## config.mk

```make
export PLATFORM = sky130hd
export DESIGN_NAME = fetch_queue
export DESIGN_NICKNAME = d
export VERILOG_FILES = /design/src/rtl/common_pkg.sv /design/src/rtl/pipes_pkg.sv /design/src/rtl/fetch_queue.sv
export SDC_FILE = /design/constraint.sdc
export NUM_CORES = 1
export LEC_CHECK = 0
export CORE_ASPECT_RATIO = 0.5
export CORE_MARGIN = 10
export CORE_UTILIZATION = 55
export DETAILED_ROUTE_END_ITERATION = 12
export PLACE_DENSITY = 0.81
export RECOVER_POWER = 50
export SYNTH_ARGS = -nofsm -noshare
export SYNTH_HDL_FRONTEND = slang
export SYNTH_SLANG_ARGS = --single-unit
```

## constraint.sdc

```tcl
create_clock -name clk -period 11.7 [get_ports clk]
set_input_delay 2.34 -clock clk [delete_from_list [all_inputs] [get_ports clk]]
set_output_delay 2.34 -clock clk [all_outputs]
set_load 0.05 [all_outputs]
```

## src/rtl/common_pkg.sv

```systemverilog
// Common scalar typedefs shared across the core pipeline.
// Pure type definitions, no logic.
// Imported by pipes_pkg and any block needing fixed-width aliases.
package common_pkg;

  typedef logic        u1;
  typedef logic [7:0]  u8;
  typedef logic [15:0] u16;
  typedef logic [31:0] u32;
  typedef logic [63:0] u64;

endpackage : common_pkg

```

## src/rtl/pipes_pkg.sv

```systemverilog
// Inter-stage pipeline record types and stage sizing constants.
// Pure type definitions, no logic.
// fetch_data_t is the fetch -> decode record; valid qualifies the whole record.
package pipes_pkg;

  import common_pkg::*;

  // Record produced by fetch. pc == 0 / valid == 0 marks an idle or imem-wait cycle.
  typedef struct packed {
    u64 pc;
    u32 raw_instr;
    u1  valid;
  } fetch_data_t;

  // Default depth of the fetch -> decode instruction buffer.
  localparam int FETCH_QUEUE_DEPTH = 4;

  // Idle record used as the masked output of an empty buffer.
  function automatic fetch_data_t fetch_idle();
    fetch_data_t r;
    r = '0;
    return r;
  endfunction

endpackage : pipes_pkg

```

## src/rtl/fetch_queue.sv

```systemverilog
// In-order instruction buffer between fetch and decode; flush discards all entries.
// Latency: a record pushed at edge N is presented to decode after edge N (no bypass).
// Backpressure: in_ready drops only when full, independent of out_ready; decode stalls hold the head.
module fetch_queue
  import common_pkg::*;
  import pipes_pkg::*;
#(
  parameter  int DEPTH = FETCH_QUEUE_DEPTH,
  localparam int PTR_W = $clog2(DEPTH)
) (
  input  logic             clk,
  input  logic             reset,
  input  logic             flush,
  input  fetch_data_t      in_data,
  output logic             in_ready,
  output fetch_data_t      out_data,
  output logic             out_valid,
  input  logic             out_ready,
  output logic [PTR_W:0]   count
);

  localparam logic [PTR_W:0]   FULL_CNT = (PTR_W + 1)'(DEPTH);
  localparam logic [PTR_W:0]   CNT_ONE  = (PTR_W + 1)'(1);
  localparam logic [PTR_W-1:0] PTR_ONE  = PTR_W'(1);

  fetch_data_t      mem [DEPTH];
  logic [PTR_W-1:0] wr_ptr;
  logic [PTR_W-1:0] rd_ptr;
  logic             push;
  logic             pop;

  // Handshake decode: readiness depends on occupancy only so a full queue never
  // accepts a push even while the head is being popped; flush kills both sides.
  always_comb begin
    in_ready  = (count != FULL_CNT);
    out_valid = (count != '0);
    push      = in_data.valid & in_ready & ~flush;
    pop       = out_valid & out_ready & ~flush;
  end

  // Head presentation: idle record when empty, so storage needs no reset.
  always_comb begin
    out_data = fetch_idle();
    if (out_valid) begin
      out_data       = mem[rd_ptr];
      out_data.valid = 1'b1;
    end
  end

  // Storage write: only accepted pushes touch the array.
  always_ff @(posedge clk) begin
    if (push) begin
      mem[wr_ptr] <= in_data;
    end
  end

  // Pointer and occupancy update; reset and flush both empty the queue.
  always_ff @(posedge clk) begin
    if (reset || flush) begin
      wr_ptr <= '0;
      rd_ptr <= '0;
      count  <= '0;
    end else begin
      if (push) begin
        wr_ptr <= wr_ptr + PTR_ONE;
      end
      if (pop) begin
        rd_ptr <= rd_ptr + PTR_ONE;
      end
      case ({push, pop})
        2'b10:   count <= count + CNT_ONE;
        2'b01:   count <= count - CNT_ONE;
        default: count <= count;
      endcase
    end
  end

  // Simulation-only structural checks on the pointer/count bookkeeping.
  a_no_push_full: assert property (@(posedge clk) disable iff (reset)
    !(push && (count == FULL_CNT)));

  a_no_pop_empty: assert property (@(posedge clk) disable iff (reset)
    !(pop && (count == '0)));

  a_count_ptrs: assert property (@(posedge clk) disable iff (reset)
    (count == FULL_CNT) ? (wr_ptr == rd_ptr)
                        : (count == {1'b0, PTR_W'(wr_ptr - rd_ptr)}));

endmodule : fetch_queue

```

Word level (Yosys, flattened, before mapping). Memories as Yosys holds them, arrays and structs flattened. A register that Yosys moved wholly into a read port is not among the register bits. Index checks and enable logic that the tools add are counted.

Bitwise logic cells: 5. Equality and inequality tests: 3. Reductions and logical operators: 3. Multiplexer cells: 6. Add/subtract/negate cells: 4.

Operators by type and width (count): $mux W97 (1); $pmux W3 S2 (1); $add A2 B1 Y2 const B (2); $and A1 B1 Y1 (4); $mux W2 (2); $add A3 B1 Y3 const B (1); $ne A3 B3 Y1 const B (1); $reduce_bool A3 Y1 (1); $sub A3 B1 Y3 const B (1); $eq A2 B1 Y1 const B (1); $eq A2 B2 Y1 const B (1); $mux W1 (2); $reduce_bool A2 Y1 (1); $logic_or A1 B1 Y1 (1); $not A1 Y1 (1).

Output and inout port bits: 102. Memories: 1. Input bits: 101. Logic and storage cells: 25. RAM bits: 388. Bits in registers: 7.

Memories: mem (depth 4, width 97, rd ports 1, clocked after memory_dff 1, write ports 1, RTL line fetch_queue.sv:26) `fetch_data_t mem [DEPTH];`.

Logic depth before layout (Yosys ltp). Gate-level depths: netlist of run 1.

Word-level depth: 5. Mapped depth: 9. Mapped depth without buffers: 9.

Worst setup path after synthesis of run 1. No wires, ideal clock.

Path kind: input to register. Start point: input in_data[0] in the netlist's numbering. End point: memory mem[0][10] in the netlist's numbering, enable pin. Data arrival time: 4.964 ns. Stages: 3. Setup time: 0.466 ns. Slack: 6.270 ns. Data required time: 11.234 ns. Path through: inv_1 > nor3_1 > and2_1.

Cells in the longest elaborated chain, start to end: 4.

Ends and longest elaborated chain: start: declaration (RTL line fetch_queue.sv:14) `input fetch_data_t in_data,`; $and A1 B1 Y1 (2 in a row) (RTL line fetch_queue.sv:37) `push = in_data.valid & in_ready & ~flush;`; $mux W1 (RTL line fetch_queue.sv:52) `if (push) begin`; $mux W1 (implied by the code) (RTL line fetch_queue.sv:53) `mem[wr_ptr] <= in_data;`; end: declaration (RTL line fetch_queue.sv:26).

No other way between the ends.

Worst setup path after layout of run 1.
Start point: input in_data[0] in the netlist's numbering. End point: memory mem[1][78] in the netlist's numbering, enable pin.

The elaborated chain is that of the path after synthesis.

==> flow_summary.toml, run 1 <==
[run_status]
status = "complete, but fails checks"
failed_checks = "max-capacitance violations, max-slew violations"

[layout]
final_nets = 984
fin_util = 0.693
drive_gt1_frac = 0.175
layout_common_cells = "edfxtp_1 (384), clkdlybuf4s50_1 (104), dlygate4sd3_1 (98)"
fillers = 1658
syn2layout_area_growth_pct = 23.1
final_common_cell = "edfxtp_1"

[place]
port_buffers = 202
place.gp.congestion = 0.729
dp_slack_ps = 5740
post-dp-hpwl_um = 18100

[route]
dr.pass1.iters = 4
drc = 0
drtIter0Drc = 511
wire_per_inst_um = 24.4
routed_wl_um = 30700
ant_nets = 0
viasPerCell = 5.59
dr_total_vias = 7038

[setup_path]
cp_data_arrival_time_ps = 6710
end_kind = "register"
startpoint_type = "input pin"
r2r_slack_ps = 7060
worstPathRequired_ps = 11830
crit_type = "in -> reg"
path_max_fanout = 60

[synth]
synth_fp_nets = 772
yosysTopAreaCell = "edfxtp_1"
syn_inst = 665
ys_types = 24
syn_area_sq_um = 15000
yosys-top-cells-area = "edfxtp_1 (77%), mux4_2 (14%), and2_1 (4.2%)"
avgSynthCellArea_sq_um = 22.5
synth_top_area_frac = 0.770
ys_ff_latch = 393
synth-seq-area-share = 0.782
ys_warn_count = 0

[grt]
grt_first_pass_wirelength_um = 47300
grtUsageTotal = 0.181
antenna_found_initial = 4
grt_start_max_net_pins = 99
grt_overflow = 0
grt_pass1_vias = 7810

[clock_tree]
cts_tree = "built"
cts-resized-gates = 0
cts.sinks = 393
cts_made_buffers = 36
clk_latency_ps = 520
ctsLongestPathBuffers = 3
ctsHoldBuffers = 0
h-tree-depth = 2
cts-root-buf = "clkbuf_16"
clk_pin_slew_worst_paths_ps = 60
cts_setup_buffers = 0

[power]
peakVddDrop_mv = 0.0802
power_frac_seq = 0.549
total_power_uw = 2870
total_leakage_power_uw = 0.00580
pwr_density_cell_nw_per_um2 = 156
internal_power_uw = 2280
p_sw_uw = 589
netSwitchingFraction = 0.205
power.share.clock = 0.397
combPwrFrac = 0.055

[sta]
rsz0062_at_grt = "false"
relSlewSlack = -0.954
fin_crit_sh = 0.563
worst_pin_slew_ps = 2930
fmax_mhz = 152
min_period_ps = 6580
slew_viol_final = 106
finClkSkew_ps = 20.1
setup_tns_ps = 0
timing.final.ws_setup_ps = 5120
final_hold_viol_count = 0
setup_viol = 0

[die]
core_region_area_sq_um = 26600
die-height_um = 137
initial_utilization = 0.563
chipWidth_um = 253
io_pins = 203
die-area_sq_um = 34600
row_count = 42

[flow_run]
max_cap_viol_count = 3

[worst_hold_path]
hp-class = "reg -> reg"
-- sequential cells by signal (all words and copies together) (netlist names), named ones only --
signal,count
count,3
mem,384
rd_ptr,2
wr_ptr,2
-- cells by family after synthesis --
| logic type | count (synthesis) | synth area share |
|---|---|---|
| buffers and inverters | 43 | 0.0156 |
| AOI/OAI and AO/OA | 9 | 0.00343 |
| adders and majority gates | 6 | 0.00552 |
| DFF | 393 | 0.782 |
| and+or+nand+nor | 114 | 0.0463 |
| muxes | 96 | 0.144 |
| xor gates and xnor gates | 4 | 0.00234 |
-- layer usage --
layer | GRT usage | share of wire | up-vias
met5 | 0 | 0 | -
li1 | - | - | 3131
met4 | 0.0492 | 0.016 | 0
met1 | 0.223 | 0.40 | 3711
met3 | 0.0373 | 0.046 | 39
met2 | 0.322 | 0.54 | 157
-- cell type report --
class | instances | area (sq um) | area share
Clock buffer | 44 | 952 | 0.0517
Tap cell | 352 | 440 | 0.0239
Multi-Input combinational cell | 229 | 3030 | 0.164
Timing Repair Buffer | 209 | 2070 | 0.113
Clock inverter | 19 | 178 | 0.00964
Sequential cell | 393 | 11700 | 0.636
Antenna cell | 4 | 10.0 | 0.000543
Inverter | 8 | 30.0 | 0.00163
-- path summary, 6_finish.rpt --
kind / from / end / depth (start not counted)
max reg2reg: count[0]$_SDFFE_PP0P_ / mem[1][78]$_DFFE_PP_ / 4
min reg2reg: wr_ptr[1]$_SDFFE_PP0P_ / wr_ptr[1]$_SDFFE_PP0P_ / 2
max: in_data[0] / mem[1][78]$_DFFE_PP_ / 5
min: wr_ptr[1]$_SDFFE_PP0P_ / wr_ptr[1]$_SDFFE_PP0P_ / 2
-- Yosys cell counts --
cell type and count:
ha_1 5, xor2_1 4, a21oi_1 4, dfxtp_1 9, mux4_2 96, buf_12 1, inv_1 8, o31ai_1 1
clkbuf_2 1, fa_1 1, buf_4 1, edfxtp_1 384, nor2_1 7, or3_1 2, o21ai_0 3, buf_2 11
and2_1 100, nand3_1 2, o311ai_0 1, nor3_1 1, clkbuf_1 16, buf_6 5, or2_2 1, nor3b_1 1
-- per-stage QoR --
stage / instance area [sq um] / hold WS [ps] / std cells
2_1_floorplan: 15000 / 484 / 665
3_3_place_gp: 17300 / 494 / 1191
3_5_place_dp: 17300 / 520 / 1191
4_1_cts: 18400 / 529 / 1254
5_1_grt: 18400 / 548 / 1257
6_report: 18400 / 520 / 1258
-- power by group through the flow --
| stage | clock network (uW) | registers, uW | logic, uW |
|---|---|---|---|
| floorplan | 0 | 1610 | 83.5 |
| global placement | 0 | 1600 | 162 |
| detailed placement | 0 | 1610 | 165 |
| CTS | 1160 | 1580 | 166 |
| finish | 1140 | 1570 | 157 |
| global route | 1220 | 1580 | 166 |
-- worst max-delay path, stage by stage --
cell           delay, ps
dlygate4sd3_1        590
inv_1                 80
nor3_1               430
and2_0              2190
buf_4               1010
(Power assumes the default switching activity.)
==> run 2, diff against run 1 <==
==> constraint.sdc (replaced) <==
create_clock -name clk -period 6.2 [get_ports clk]
set_input_delay 1.24 -clock clk [delete_from_list [all_inputs] [get_ports clk]]
set_output_delay 1.24 -clock clk [all_outputs]
set_load 0.05 [all_outputs]
==> run 2 against run 1 <==
The flow still finishes with violations (max-capacitance violations, max-slew violations). Worst hold slack better by 15 ps. Cell area is 0.45% higher. Clock power rose by 89%. First-iteration DRC count down 3.9%. Count of clock-buffer cells in the layout rose by 2. Worst setup slack lost 3700 ps. Highest routed layer unchanged.
==> flow_summary.toml, run 2 (same netlist as run 1, synthesis figures left out) <==
[sta]
relSlewSlack = -0.943
setup_tns_ps = 0
finClkSkew_ps = 14.3
setup_viol = 0
worst_pin_slew_ps = 2910
final_hold_viol_count = 0
fmax_mhz = 208
fin_crit_sh = 0.774
slew_viol_final = 132
rsz0062_at_grt = "false"
timing.final.ws_setup_ps = 1400
min_period_ps = 4800

[grt]
antenna_found_initial = 11
grt_overflow = 0
grt_first_pass_wirelength_um = 45600
grt_pass1_vias = 7377
grt_start_max_net_pins = 97
grtUsageTotal = 0.174

[power]
total_leakage_power_uw = 0.00583
peakVddDrop_mv = 0.155
total_power_uw = 5430
pwr_density_cell_nw_per_um2 = 294

[route]
drtIter0Drc = 491
viasPerCell = 5.57
drc = 0
dr_total_vias = 7033
ant_nets = 0
dr.pass1.iters = 5
wire_per_inst_um = 23.7
routed_wl_um = 30000

[die]
row_count = 42
chipWidth_um = 253
initial_utilization = 0.563
io_pins = 203
core_region_area_sq_um = 26600
die-area_sq_um = 34600
die-height_um = 137

[clock_tree]
clk_latency_ps = 510
cts_setup_buffers = 0
clk_pin_slew_worst_paths_ps = 60
cts-resized-gates = 0
cts.sinks = 393
cts_made_buffers = 35
cts-root-buf = "clkbuf_16"
ctsLongestPathBuffers = 3
cts_tree = "built"
h-tree-depth = 2
ctsHoldBuffers = 0

[setup_path]
critPathSlowestCell = "and2_0"
crit_type = "in -> reg"
worstPathRequired_ps = 6350
crit_buf_inv = 3
startpoint_type = "input pin"
ff2ff_path_depth = 4
crit_chain = "dlygate4sd3_1 > inv_1 > nor3_1 > and2_0 > buf_4"
crit_family = "simple AND/OR/NAND/NOR gates"
end_kind = "register"
cp.depth = 5
path_max_fanout = 34
critical-path-max-stage-delay_ps = 1940
cp_data_arrival_time_ps = 4950

[place]
dp_slack_ps = 2250
dpl-instance-area_sq_um = 17400
post-dp-hpwl_um = 18600
place.gp.congestion = 0.774
port_buffers = 202

[layout]
postLayoutCellArea_sq_um = 18500
syn2layout_area_growth_pct = 23.7
top_regs = "mem x384, count x3"
largest_reg_flops = 384
top_register = "mem"
layout_common_cells = "edfxtp_1 (384), clkdlybuf4s50_1 (104), dlygate4sd3_1 (98)"
final_nets = 986
fillers = 1587
drive_gt1_frac = 0.177
final_common_cell = "edfxtp_1"

[run_status]
status = "complete, but fails checks"
failed_checks = "max-capacitance violations, max-slew violations"

[worst_hold_path]
whs_path_depth = 2
hp-class = "reg -> reg"

[flow_run]
max_cap_viol_count = 2
run 2: final cells by class:
type,count,area [sq um],area share
Antenna cell,6,15.0,0.000811
Clock buffer,46,970,0.0524
Clock inverter,17,176,0.00953
Inverter,8,30.0,0.00162
Multi-Input combinational cell,229,3030,0.164
Sequential cell,393,11700,0.633
Tap cell,352,440,0.0238
Timing Repair Buffer,212,2130,0.115
run 2: power breakdown:
| group | internal (uW) | switching, uW |
|---|---|---|
| sequential | 2960 | 11.1 |
| combinational | 125 | 174 |
| clock | 1270 | 894 |
run 2: tightest hold or removal path, stage by stage (launching register included):
cell     delay (ps)
dfxtp_1         330
xor2_1           60
nor2_1          100
run 2: layer usage:
metal / up-vias / global-route usage / wire length [um]
li1: 3133 / - / -
met3: 52 / 0.0350 / 1360
met5: - / 0 / 0
met1: 3670 / 0.211 / 11400
met2: 178 / 0.314 / 16600
met4: 0 / 0.0466 / 567
run 2: through the flow:
step	hold WS (ps)	util	cells
floorplan	484	-	665
global placement	495	0.653	1194
detailed placement	512	0.653	1194
CTS	534	0.696	1257
global route	574	0.696	1262
finish	535	0.696	1263
run 2: path summary, 6_finish.rpt:
check / endpoint / from / slack, ps
hold reg to reg: rd_ptr[1]$_SDFFE_PP0P_ / rd_ptr[1]$_SDFFE_PP0P_ / 530
setup / recovery: mem[0][80]$_DFFE_PP_ / in_data[0] / 1400
hold / removal: rd_ptr[1]$_SDFFE_PP0P_ / rd_ptr[1]$_SDFFE_PP0P_ / 530
setup reg to reg: mem[0][80]$_DFFE_PP_ / count[0]$_SDFFE_PP0P_ / 2200
==> run 3, diff against run 2 <==
--- a/config.mk
+++ b/config.mk
@@ -7,9 +7,9 @@
 export LEC_CHECK = 0
 export CORE_ASPECT_RATIO = 0.5
 export CORE_MARGIN = 10
-export CORE_UTILIZATION = 55
+export CORE_UTILIZATION = 49
 export DETAILED_ROUTE_END_ITERATION = 12
-export PLACE_DENSITY = 0.81
+export PLACE_DENSITY = 0.76
 export RECOVER_POWER = 50
 export SYNTH_ARGS = -nofsm -noshare
 export SYNTH_HDL_FRONTEND = slang
==> constraint.sdc (replaced) <==
create_clock -name clk -period 4.2 [get_ports clk]
set_input_delay 0.84 -clock clk [delete_from_list [all_inputs] [get_ports clk]]
set_output_delay 0.84 -clock clk [all_outputs]
set_load 0.05 [all_outputs]
==> run 3 against run 2 <==
The run still ends with max-capacitance violations, max-slew violations left. Global-route usage decreased by 0.95 points. Critical endpoint is now out_data[11]. Core utilization is 8.0 points lower. Critical path type is now reg -> out. Worst setup slack got worse by 980 ps. Highest routed layer unchanged. Power up 44%. Via count rose by 0.40%. Worst hold slack got worse by 0.97 ps. Sequential share of layout area shrank 0.40 points. Count of clock-buffer cells in the layout shrank 1. Routed wire length is 4.0% higher. Register-to-register slack worse by 1100 ps. Sequential power up 47%.
==> flow_summary.toml, run 3 (same netlist as run 1, synthesis figures left out) <==
[route]
ant_nets = 0
drc = 0
dr.pass1.iters = 6
drtIter0Drc = 436
drt-met1-wl_um = 11900
viasPerCell = 5.37
wire_per_inst_um = 23.7
highest_layer = "met4"
wl_met2_um = 17400
dr_wl_met3_um = 1090
routed_wl_um = 31200
dr_total_vias = 7061

[setup_path]
crit_chain = "buf_12 > mux4_2 > and2_1 > clkdlybuf4s50_1"
end_kind = "output port"
critical-path-max-stage-delay_ps = 760
path_max_fanout = 45
crit_buf_inv = 2
cp_data_arrival_time_ps = 2940
startpoint_type = "register"
crit_family = "buffers and inverters"
crit_type = "reg -> out"
worstPathRequired_ps = 3360
critPathSlowestCell = "clkdlybuf4s50_1"

[clock_tree]
cts_setup_buffers = 0
h-tree-depth = 2
ctsLongestPathBuffers = 3
clk_latency_ps = 510
ctsHoldBuffers = 0
cts_tree = "built"
clk_pin_slew_worst_paths_ps = 60
cts-root-buf = "clkbuf_16"
cts_made_buffers = 36
cts.sinks = 393
cts-resized-gates = 0

[layout]
layout.cells.non_filler = 1316
top_regs = "mem x384, count x3"
drive_gt1_frac = 0.173
largest_reg_flops = 384
syn2layout_area_growth_pct = 24.5
layout_common_cells = "edfxtp_1 (384), clkdlybuf4s50_1 (104), and2_1 (100)"
top_register = "mem"
fillers = 2081
final_common_cell = "edfxtp_1"
fin_util = 0.616
final_nets = 992

[power]
total_leakage_power_uw = 0.00584
pwr_density_cell_nw_per_um2 = 420
peakVddDrop_mv = 0.248

[sta]
timing.final.ws_setup_ps = 421
rsz0062_at_grt = "false"
worst_pin_slew_ps = 1790
finClkSkew_ps = 11.8
relSlewSlack = -0.196
setup_viol = 0
min_period_ps = 3780
whs_ps = 534
setup_tns_ps = 0
final_hold_viol_count = 0
slew_viol_final = 118
fin_crit_sh = 0.900
fmax_mhz = 265

[grt]
grt_first_pass_wirelength_um = 47700
grtUsageTotal = 0.164
antenna_found_initial = 9
grt_overflow = 0
grt_start_max_net_pins = 99
grt_pass1_vias = 7687

[place]
port_buffers = 202
dp_slack_ps = 899
place.gp.congestion = 0.743
post-dp-hpwl_um = 19300
dp_cells = 1246

[die]
io_pins = 203
die-height_um = 144
row_count = 45
core_region_area_sq_um = 30200
die-area_sq_um = 38400
chipWidth_um = 267
initial_utilization = 0.495

[worst_hold_path]
hp-class = "reg -> reg"

[run_status]
status = "complete, but fails checks"
failed_checks = "max-capacitance violations, max-slew violations"

[flow_run]
max_cap_viol_count = 4
[run 3: final timing paths]
check / from / endpoint / slack [ps] / cells after the start
setup / recovery: register / out_data[11] / 420 / 4
hold / removal: rd_ptr[1]$_SDFFE_PP0P_ / rd_ptr[1]$_SDFFE_PP0P_ / 530 / 2
setup reg to reg: count[0]$_SDFFE_PP0P_ / mem[2][80]$_DFFE_PP_ / 1090 / 4
hold reg to reg: rd_ptr[1]$_SDFFE_PP0P_ / rd_ptr[1]$_SDFFE_PP0P_ / 530 / 2
[run 3: area by class of cell]
type / count / area (sq um) / share of cell area
Antenna cell: 8 / 20.0 / 0.00107
Clock buffer: 45 / 956 / 0.0513
Clock inverter: 17 / 96.3 / 0.00517
Inverter: 8 / 30.0 / 0.00161
Multi-Input combinational cell: 229 / 3030 / 0.162
Sequential cell: 393 / 11700 / 0.629
Tap cell: 399 / 499 / 0.0268
Timing Repair Buffer: 217 / 2280 / 0.123
[run 3: metal layers]
layer | GRT usage | up-vias
li1 | - | 3142
met1 | 0.194 | 3722
met2 | 0.298 | 148
met3 | 0.0288 | 49
met4 | 0.0598 | 0
met5 | 0 | -
[run 3: through the flow]
step | cell area [sq um] | power (uW)
final | 18600 | 7830
after CTS | 18600 | 7930
after global routing | 18600 | 8100
after floorplan | 15000 | 4700
after global placement | 17600 | 4930
after detailed placement | 17600 | 4940
[run 3: worst register-to-register path, stage by stage, from the launching register on]
cell and delay (ps):
dfxtp_1 460, nor3b_1 140, nor3_1 380, and2_1 1400, buf_12 350
[run 3: power by group]
part           switching, uW  internal [uW]
sequential              15.4           4370
combinational            260            190
clock                   1330           1670
